<file path="src/rtl/audio_pkg.sv">
// Shared definitions for the audio sample path: sample width/type and filter defaults.
package audio_pkg;

    localparam int SAMPLE_W = 24;

    typedef logic signed [SAMPLE_W-1:0] sample_t;

    localparam int FILTER_LOG2_N = 3;

endpackage : audio_pkg

</file>
<file path="src/rtl/sample_fifo.sv">
// Circular window of the last 2^DEPTH_LOG2 samples with a saturating fill count.
// Reading the oldest entry and overwriting that slot happen in the same cycle; the read sees the old value.
module sample_fifo #(
    parameter int DEPTH_LOG2 = 3,
    parameter int WIDTH      = 24
) (
    input  logic             clk,
    input  logic             reset_n,
    input  logic             push,
    input  logic [WIDTH-1:0] din,
    output logic [WIDTH-1:0] oldest,
    output logic             full
);

    localparam int DEPTH = 1 << DEPTH_LOG2;
    localparam logic [DEPTH_LOG2:0] DEPTH_CNT = (DEPTH_LOG2 + 1)'(DEPTH);

    logic [WIDTH-1:0]      mem [DEPTH];
    logic [DEPTH_LOG2-1:0] wptr;
    logic [DEPTH_LOG2:0]   count;

    always_ff @(posedge clk or negedge reset_n) begin
        if (!reset_n) begin
            wptr  <= '0;
            count <= '0;
        end else if (push) begin
            wptr <= wptr + 1'b1;
            if (!full) begin
                count <= count + 1'b1;
            end
        end
    end

    // Storage is never cleared: stale entries are masked until count reaches DEPTH.
    always_ff @(posedge clk) begin
        if (push) begin
            mem[wptr] <= din;
        end
    end

    assign full   = (count == DEPTH_CNT);
    assign oldest = full ? mem[wptr] : '0;

endmodule : sample_fifo

</file>
<file path="src/rtl/moving_average_filter.sv">
// N-tap boxcar filter: pre-scales each sample by 1/N and keeps a running sum over the last N.
// in_valid is a one-cycle strobe with no backpressure; out_valid pulses once per accepted sample, one edge later.
module moving_average_filter
    import audio_pkg::*;
#(
    parameter int DATA_WIDTH = SAMPLE_W,
    parameter int LOG2_N     = FILTER_LOG2_N
) (
    input  logic                         clk,
    input  logic                         reset_n,
    input  logic                         in_valid,
    input  logic signed [DATA_WIDTH-1:0] in_data,
    output logic signed [DATA_WIDTH-1:0] out_data,
    output logic                         out_valid,
    output logic                         primed
);

    logic signed [DATA_WIDTH-1:0] scaled;
    logic        [DATA_WIDTH-1:0] oldest_raw;
    logic signed [DATA_WIDTH-1:0] oldest;
    logic signed [DATA_WIDTH-1:0] acc;
    logic                         fifo_full;

    // Arithmetic shift rounds toward minus infinity, so -1 stays -1.
    assign scaled = in_data >>> LOG2_N;
    assign oldest = oldest_raw;

    sample_fifo #(
        .DEPTH_LOG2 (LOG2_N),
        .WIDTH      (DATA_WIDTH)
    ) u_window (
        .clk     (clk),
        .reset_n (reset_n),
        .push    (in_valid),
        .din     (scaled),
        .oldest  (oldest_raw),
        .full    (fifo_full)
    );

    // Each term is bounded by 2^(W-1)/N, so the N-term sum fits in W bits.
    always_ff @(posedge clk or negedge reset_n) begin
        if (!reset_n) begin
            acc       <= '0;
            out_valid <= 1'b0;
        end else begin
            out_valid <= in_valid;
            if (in_valid) begin
                acc <= acc + scaled - oldest;
            end
        end
    end

    assign out_data = acc;
    assign primed   = fifo_full;

endmodule : moving_average_filter

</file>
<file path="config.mk">
export PLATFORM = sky130hd
export DESIGN_NAME = moving_average_filter
export DESIGN_NICKNAME = d
export VERILOG_FILES = /design/src/rtl/audio_pkg.sv /design/src/rtl/sample_fifo.sv /design/src/rtl/moving_average_filter.sv
export SDC_FILE = /design/constraint.sdc
export NUM_CORES = 1
export LEC_CHECK = 0
export CORE_ASPECT_RATIO = 1.2
export CORE_MARGIN = 5
export CORE_UTILIZATION = 62
export CTS_BUF_LIST = sky130_fd_sc_hd__clkbuf_4
export CTS_CLUSTER_DIAMETER = 200
export CTS_CLUSTER_SIZE = 24
export DETAILED_ROUTE_END_ITERATION = 16
export GPL_TIMING_DRIVEN = 0
export PLACE_DENSITY_LB_ADDON = 0.25
export SYNTH_ARGS = -nofsm -noshare
export SYNTH_HDL_FRONTEND = slang
export SYNTH_SLANG_ARGS = --single-unit
</file>
<file path="constraint.sdc">
create_clock -name clk -period 5.4 [get_ports clk]
set_input_delay 1.35 -clock clk [delete_from_list [all_inputs] [get_ports clk]]
set_output_delay 1.35 -clock clk [all_outputs]
set_load 0.1 [all_outputs]
</file>
* Word-level counts from Yosys, hierarchy flattened *
Memories as Yosys holds them, arrays and structs flattened.
Index checks and enable logic that the tools add are counted.

storage, ports and cells
  bits in registers = 32
  bits in writable memories = 192
  output and inout port bits = 26
  logic and storage cells = 15
  memories = 1

memory list
  name          words  bits a word  read ports  clocked after memory_dff  write ports  line               text
  u_window.mem  8      24           1           0                         1            sample_fifo.sv:18  logic [WIDTH-1:0] mem [DEPTH];

cells by class
  $add $sub $neg = 4
  equal/unequal tests = 1
  mux-type cells = 3
  bitwise logic cells = 1
  reductions and logical operators = 1

operator list
  kind                                                            number
  24-bit by 21-bit adder with 24-bit output                       1
  24-bit 2-to-1 mux                                               1
  24-bit subtractor                                               1
  4-bit by 1-bit adder with 4-bit output (second input constant)  1
  4-bit equality test (second input constant)                     1
  3-bit by 1-bit adder with 3-bit output (second input constant)  1
  1-bit 2-to-1 mux                                                2
  2-bit AND reduction                                             1
  1-bit inverter                                                  1

* Longest topological paths before layout *
Gate-level depths: netlist of run 1.

  word-level depth = 3
  mapped depth = 16

* Hierarchy *
Synthesis of run 1 repeated with hierarchy kept, for this count alone.

unflattened totals
  cells, all modules = 797
  area, all modules = 10899.2 µm²

by module, submodules not included
  module                 instances  cells an instance  area each (µm²)  seq. area each (µm²)
  sample_fifo            1          429                7822.5           5940.7
  moving_average_filter  1          368                3076.7           625.6

* Worst setup path before layout of run 1 *
Ideal clock, no wire load.

  path kind = register to register
  from = register u_window.wptr[0]
  to = register acc[8] (netlist: out_data[8])
  library setup time = 120 ps
  arrival time = 3847 ps
  required time = 5280 ps
  slack = 1433 ps
  cell stages (with the launch flop) = 15
  buffers on the path = 2
  clock period less this slack = 3967 ps
  cells stage by stage = dfrtp_1 -> buf_2 -> buf_2 -> mux4_2 -> mux2i_1 -> nor2_1 -> fa_1 -> inv_1 -> fa_1 -> a21o_1 -> o2bb2ai_2 -> o21a_1 -> o21a_1 -> or3_1 -> a31o_1

on the way
  longest elaborated chain between the ends = 3

RTL lines
  element                 line                         text
  from (decl)             sample_fifo.sv:19            logic [DEPTH_LOG2-1:0] wptr;
  from (signal assigned)  sample_fifo.sv:27            wptr <= wptr + 1'b1;
  memory read 8 x 24 bit  --
  24-bit 2-to-1 mux       sample_fifo.sv:42            assign oldest = full ? mem[wptr] : '0;
  24-bit subtractor       moving_average_filter.sv:48  acc <= acc + scaled - oldest;
  to (signal assigned)    moving_average_filter.sv:48
  to (decl)               moving_average_filter.sv:21  logic signed [DATA_WIDTH-1:0] acc;

No other way between the ends.
A chain may end at the register's enable or synchronous reset.

* Worst setup path after layout of run 1 *
  from = register u_window.wptr[2]
  to = register acc[23] (netlist: out_data[23])

Same word-level chain as after synthesis.

==> impl_metrics.csv, run 1 <==
group,metric,value,unit
sta,grt_setup_unrepaired,"no",
setup_path,crit_path_max_incr_delay,0.67,ns
setup_path,buffers_plus_inverters_on_the_worst_setup_path,3,
setup_path,path_delay_family,"buffers and inverters",
sta,timing_worst_slew_pin_value,0.981,ns
logic_synthesis,ys_async_sr_fraction,16.0,%
placed_design,io_buffer_count,49,
global_routing,vias_in_the_first_global_route,6103,
logic_synthesis,netlist_instances,686,
flow_run,maxcap_violations,0,
global_routing,grt_use_total,23.1,%
logic_synthesis,synth-seq-area-share,59.7,%
route,vias_per_cell,5.84,
floorplan,floorplan.core_area,15600,sq um
floorplan,floorplan.die_area,18400,sq um
setup_path,timing.critical_path.arrival,5.09,ns
setup_path,critPathCaptureType,"register",
logic_synthesis,post_synthesis_mean_instance_area,14.3,sq um
sta,clock.fmax,217,MHz
sta,hold_violations,0,
logic_synthesis,synth_area,9790,sq um
sta,setup-violations-final,0,
global_routing,largest_net_degree_at_the_start_of_global_routing,33,
placed_design,globalplace.congestion,0.898,
floorplan,design.portCount,53,
sta,timing.final.crit_share,85.4,%
sta,clock-skew-final,0.0179,ns
floorplan,dieHeight,148,um
cells_and_area,nets,842,
logic_synthesis,synth_warnings,0,
outcome,run_status,"complete, no violations",
cells_and_area,fin_cells,986,
route,first_iteration_detailed_routing_drc_count,495,
clock_tree,tritoncts.num_buffers,17,
logic_synthesis,synth.lib_cells_used.distinct,58,
floorplan,placementRows,50,
clock_tree,cts_hold_buf,0,
setup_path,cp-start-kind,"register",
clock_tree,clkSinkCount,200,
route,drtAntennaViolNets,0,
sta,slew_headroom,34.4,%
cells_and_area,syn2layout_area_growth,12.3,%
global_routing,grt_pass1_wl,32.4,mm
route,dr_total_vias,5757,
setup_path,timing.setup.critical_path_class,"reg -> reg",
logic_synthesis,synth_enable_flop_cells,168,
global_routing,grt_antenna_before_repair,1,
global_routing,globalRouteOverflowTotal,0,
cells_and_area,drive_gt1_share,15.4,%
clock_tree,clk_pin_slew_worst_paths,0.16,ns
clock_tree,ctsResizeCount,0,
logic_synthesis,postSynthRegisterBits,200,
route,drtPass1Iterations,5,
clock_tree,clock_tree_from_tritoncts,"built",
floorplan,die-width,125,um
sta,final.min_clock_period,4.61,ns
placed_design,place_inst,953,
route,wl_per_cell,20.5,um
clock_tree,cts.root.buffer_cell,"sky130_fd_sc_hd__clkbuf_4",
floorplan,start_util,62.8,%
logic_synthesis,mappedNetlistNets,764,
clock_tree,depth_of_the_cts_h_tree,4,
setup_path,slowest_stage,"sky130_fd_sc_hd__clkbuf_1",
setup_path,critical_path.cell_chain,"clkbuf_1 -> clkbuf_1 -> mux4_2 -> mux2i_1 -> nor2_1 -> fa_1 -> inv_1 -> ha_1 -> a21oi_1 -> nand2_1 -> a211oi_1 -> nor2_1 -> o21ai_0 -> o32ai_1",
min_path,worst_hold_path_type,"reg -> reg",
clock_tree,cts.repair_timing.setup_buffer_count,0,
route,drc_errors,0,
logic_synthesis,ys_dominant_reg_cell,"sky130_fd_sc_hd__edfxtp_1",
clock_tree,clk_path_buf_depth,2,
setup_path,cp.required,5.88,ns
sta,timing.final.max_slew_violations,0,
clock_tree,clk-insertion-delay-late,0.59,ns
placed_design,dp_hpwl,14.9,mm
route,total_wire_length,20.2,mm
setup_path,worst-path-max-fanout,10,
-- layer usage --
layer  vias up  part of all wire, %  GRT usage, %
met1      2852                   41          30.3
met2       197                   51          39.7
met4         0                  2.6          8.06
met3        39                  5.2          3.58
met5         -                    0             0
li1       2669                    -             -
-- cell usage after synthesis (all sizes together), types with 14 or more instances --
| library cell | number | area [sq um] |
|---|---|---|
| edfxtp | 168 | 5040 |
| inv | 96 | 360 |
| nor2 | 44 | 173 |
| mux4 | 42 | 946 |
| nand2 | 37 | 139 |
| dfrtp | 32 | 801 |
| a21oi | 28 | 151 |
| ha | 28 | 350 |
| o21ai | 28 | 140 |
| mux2i | 24 | 240 |
| fa | 23 | 460 |
| buf | 15 | 95.1 |
| xnor2 | 14 | 123 |
-- final timing paths --
path	start	end	slack, ns	depth (start not counted)
max	u_window.wptr[2]$_DFFE_PN0P_	out_data[23]$_DFFE_PN0P_	0.79	14
min	u_window.count[2]$_DFFE_PN0P_	u_window.count[2]$_DFFE_PN0P_	0.52	1
max reg2reg	u_window.wptr[2]$_DFFE_PN0P_	out_data[23]$_DFFE_PN0P_	0.79	14
min reg2reg	u_window.count[2]$_DFFE_PN0P_	u_window.count[2]$_DFFE_PN0P_	0.52	1
max in group asynchronous	reset_n	u_window.wptr[1]$_DFFE_PN0P_	4.07	1
min in group asynchronous	reset_n	out_data[1]$_DFFE_PN0P_	0.82	1
-- sequential cells by signal, summed over array words and instances, names as in the netlist --
| register | flops |
|---|---|
| out_data | 24 |
| out_valid | 1 |
| u_window.count | 4 |
| u_window.mem | 168 |
| u_window.wptr | 3 |
-- stage by stage --
stage	utilization (%)	setup TNS, ns	area (sq um)	hold WS (ns)	setup WS, ns
finish	70.6	0	11000	0.517	0.790
global route	70.6	0	11000	0.529	0.420
CTS	70.5	0	11000	0.520	0.807
detailed placement	68.6	0	10700	0.500	0.744
global placement	67.6	-1.86	10500	0.461	-0.0668
floorplan	-	0	9790	0.446	1.43
-- layout make-up --
class	count	area, sq um
antenna	1	2.50
buffer	27	140
clock buffer	19	143
clock inverter	13	154
fill	1042	4590
inverter	96	360
multi-input combinational	363	3460
sequential	200	5850
tap	208	260
timing repair buffer	59	621
-- placed cells by master (no fill, tap or decap), types with 12 or more instances in the layout --
master	netlist	routed
sky130_fd_sc_hd__o21ai_0	21	21
sky130_fd_sc_hd__clkdlybuf4s50_1	0	48
sky130_fd_sc_hd__nand2_1	37	37
sky130_fd_sc_hd__inv_1	96	96
sky130_fd_sc_hd__nor2_1	43	37
sky130_fd_sc_hd__fa_1	23	23
sky130_fd_sc_hd__ha_1	28	28
sky130_fd_sc_hd__clkbuf_4	0	19
sky130_fd_sc_hd__clkbuf_1	12	12
sky130_fd_sc_hd__dfrtp_1	32	32
sky130_fd_sc_hd__mux2i_1	24	24
sky130_fd_sc_hd__xnor2_1	14	14
sky130_fd_sc_hd__edfxtp_1	168	168
sky130_fd_sc_hd__mux4_2	42	42
sky130_fd_sc_hd__a21oi_1	27	27
-- cells by family (layout without fill, tap and decap cells) --
logic type | Yosys count | after routing | share of synthesized area, %
flip-flops | 200 | 200 | 59.7
AND/OR/NAND/NOR | 125 | 125 | 6.00
buffers and inverters | 123 | 214 | 5.11
AO/OA/AOI/OAI | 102 | 102 | 6.99
multiplexers | 68 | 68 | 12.4
adder cells (fa/ha/maj) | 51 | 51 | 8.29
XOR/XNOR | 17 | 17 | 1.52
other | 0 | 1 | 0
-- worst register-to-register path, stage by stage (launching register included) --
cell                       delay (ns)
sky130_fd_sc_hd__dfrtp_1         0.36
sky130_fd_sc_hd__clkbuf_1        0.42
sky130_fd_sc_hd__clkbuf_1        0.67
sky130_fd_sc_hd__mux4_2          0.43
sky130_fd_sc_hd__mux2i_1         0.24
sky130_fd_sc_hd__nor2_1          0.09
sky130_fd_sc_hd__fa_1            0.50
sky130_fd_sc_hd__inv_1           0.04
sky130_fd_sc_hd__ha_1            0.36
sky130_fd_sc_hd__a21oi_1         0.34
sky130_fd_sc_hd__nand2_1         0.17
sky130_fd_sc_hd__a211oi_1        0.43
sky130_fd_sc_hd__nor2_1          0.15
sky130_fd_sc_hd__o21ai_0         0.20
sky130_fd_sc_hd__o32ai_1         0.09
Power of run 1 is left out: the tool's default activity adds up to more than one toggle a clock period on the data nets, which glitch-free logic cannot reach.
==> inputs of run 2 (changes only) <==
--- a/config.mk
+++ b/config.mk
@@ -5,6 +5,7 @@
 export SDC_FILE = /design/constraint.sdc
 export NUM_CORES = 1
 export LEC_CHECK = 0
+export ABC_CLOCK_PERIOD_IN_PS = 5400
 export CORE_ASPECT_RATIO = 1.2
 export CORE_MARGIN = 5
 export CORE_UTILIZATION = 62
==> results of run 2 <==
The final DEF is identical to that of run 1; final timing and power are the same.
Power of run 2 is left out for the same reason.
==> edit, RTL diff (flow settings as in run 2) <==
The package constant `SAMPLE_W` goes from 24 to 48.
--- a/src/rtl/audio_pkg.sv
+++ b/src/rtl/audio_pkg.sv
@@ -3,3 +3,3 @@
 
-    localparam int SAMPLE_W = 24;
+    localparam int SAMPLE_W = 48;
 
Interface: changed (resized in_data and out_data); port bits go from 53 to 101. The function was not compared with the original's and may differ.
==> edit against run 2 <==
- area after synthesis up 100%
- first-iteration DRC count rose by 120%
- worst setup slack worse by 0.56 ns
- design area grew 100%
- sequential share of layout area up 1.8 points
- hold slack worse by 0.018 ns
- routed wire length grew 110%
- critical path depth is 2 higher
- sequential cell count rose by 216
- critical path type unchanged
Power is not shown: default switching activity piles up to over one toggle a cycle in this logic, so the estimate is an artifact.
==> edit: results (changes against run 2) <==
- PostCTS Resize Cnt: 24 (+24)
- Via-to-Cell Ratio: 5.99 (+2.6%)
- Vias in the first global route: 12000 (+96%)
- Port buffer count: 97 (+98%)
- Clock skew: 0.0772 ns (+0.0592 ns)
- Skew-Pair Late Insertion Delay: 0.77 ns (+0.18 ns)
- Placed cell count: 1874 (+97%)
- Synth unique cells: 63 (+8.6%)
- Crit path max-delay family: compound AO/OA/AOI/OAI gates
- Met2 Wirelength: 21700 microns (+110%)
- Share of cells above drive strength 1: 0.141 (-0.0135)
- H-tree depth: 1 (-3)
- Post-synth EDFFs: 360 (+110%)
- Routed length per instance: 22.4 microns (+9.0%)
- DRT iter0 DRCs: 1113 (+120%)
- GPL Wtd Cong: 0.909 (+1.2%)
- Max Root-Sink Buffers: 3 (+1)
- Syn avg cell area: 14.8 sq um (+3.5%)
- DRT met1 WL: 17700 microns (+110%)
- Num CTS Buffers: 21 (+4)
- Nets: 1639 (+95%)
- Max Used Layer: met5
- Via count: 11500 (+99%)
- Fillcell total: 2177 (+110%)
- Ys async rst share: 0.135 (-0.0254)
- Largest net degree at the start of global routing: 57 (+73%)
- Status: completed
- Tightest Pin Transition: 1.04 ns (+0.0556 ns)
- HPWL Detailed: 31100 microns (+110%)
- GR Util met1: 0.329 (+0.0260)
- Syn nets: 1502 (+97%)
- Critical Path Max Stage Delay: 0.63 ns (-0.04 ns)
- List of most frequent post-synthesis cells: 360 x edfxtp_1, 190 x inv_1, 90 x mux4_2
- GRT met3 Usage: 0.0344 (-0.00138)
- Area contributors post-synth: edfxtp_1 54%, mux4_2 10%, dfrtp_1 7.0%
- WL met3: 2510 microns (+140%)
- First-pass GRT wire length: 67000 microns (+110%)
- Pre-antenna DRT Iters: 7 (+2)
- Initial antenna violation count: 2 (+1)
- Number of flip-flops in the largest register: 360 (+110%)
- Clk pin slew, worst setup/hold paths: 0.25 ns (+0.09 ns)
- GRT Overall Usage: 0.241 (+0.00974)
- Met2 usage: 0.420 (+0.0229)
## edit: cell count changes after synthesis, sizes merged, moves of 22 or more
cell and change:
mux2i +28, nand2 +28, edfxtp +192, inv +94
mux4 +48, clkbuf +22, fa +24, ha +24
o21ai +30, a21o +29, dfrtp +24, a21oi +23
## edit: final cells by class
class | count | area share
multi-input combinational | 693 | 0.310
clock buffer | 36 | 0.0122
inverter | 190 | 0.0321
timing repair buffer | 115 | 0.0606
tap | 407 | 0.0229
clock inverter | 2 | 0.000902
sequential | 416 | 0.550
antenna | 1 | 0.000113
buffer | 52 | 0.0113
## edit: kinds of logic after synthesis
| family | synth area share |
|---|---|
| flip-flops | 0.612 |
| buffers and inverters | 0.0462 |
| AND/OR/NAND/NOR | 0.0498 |
| AO/OA/AOI/OAI | 0.0630 |
| multiplexers | 0.132 |
| adder cells (fa/ha/maj) | 0.0798 |
| XOR/XNOR | 0.0176 |
## edit: through the flow
step / utilization / cell area, sq um / setup TNS, ns / setup WS, ns
after global routing: 0.694 / 22200 / 0 / 0.00436
after global placement: 0.670 / 21400 / -805.88 / -3.80
after detailed placement: 0.684 / 21900 / -18.98 / -0.950
after CTS: 0.694 / 22200 / 0 / 0.00488
final: 0.694 / 22200 / 0 / 0.230
after floorplan: - / 20000 / 0 / 0.0836
## edit: path summary, 6_finish.rpt
kind	slack, ns	cells after the start	endpoint	from
setup / recovery	0.23	16	out_data[42]	u_window.wptr[1]
hold / removal	0.50	1	u_window.count[3]	u_window.count[3]
setup reg to reg	0.23	16	out_data[42]	u_window.wptr[1]
hold reg to reg	0.50	1	u_window.count[3]	u_window.count[3]
max in group asynchronous	4.16	1	out_valid	reset_n
min in group asynchronous	0.66	1	out_data[19]	reset_n
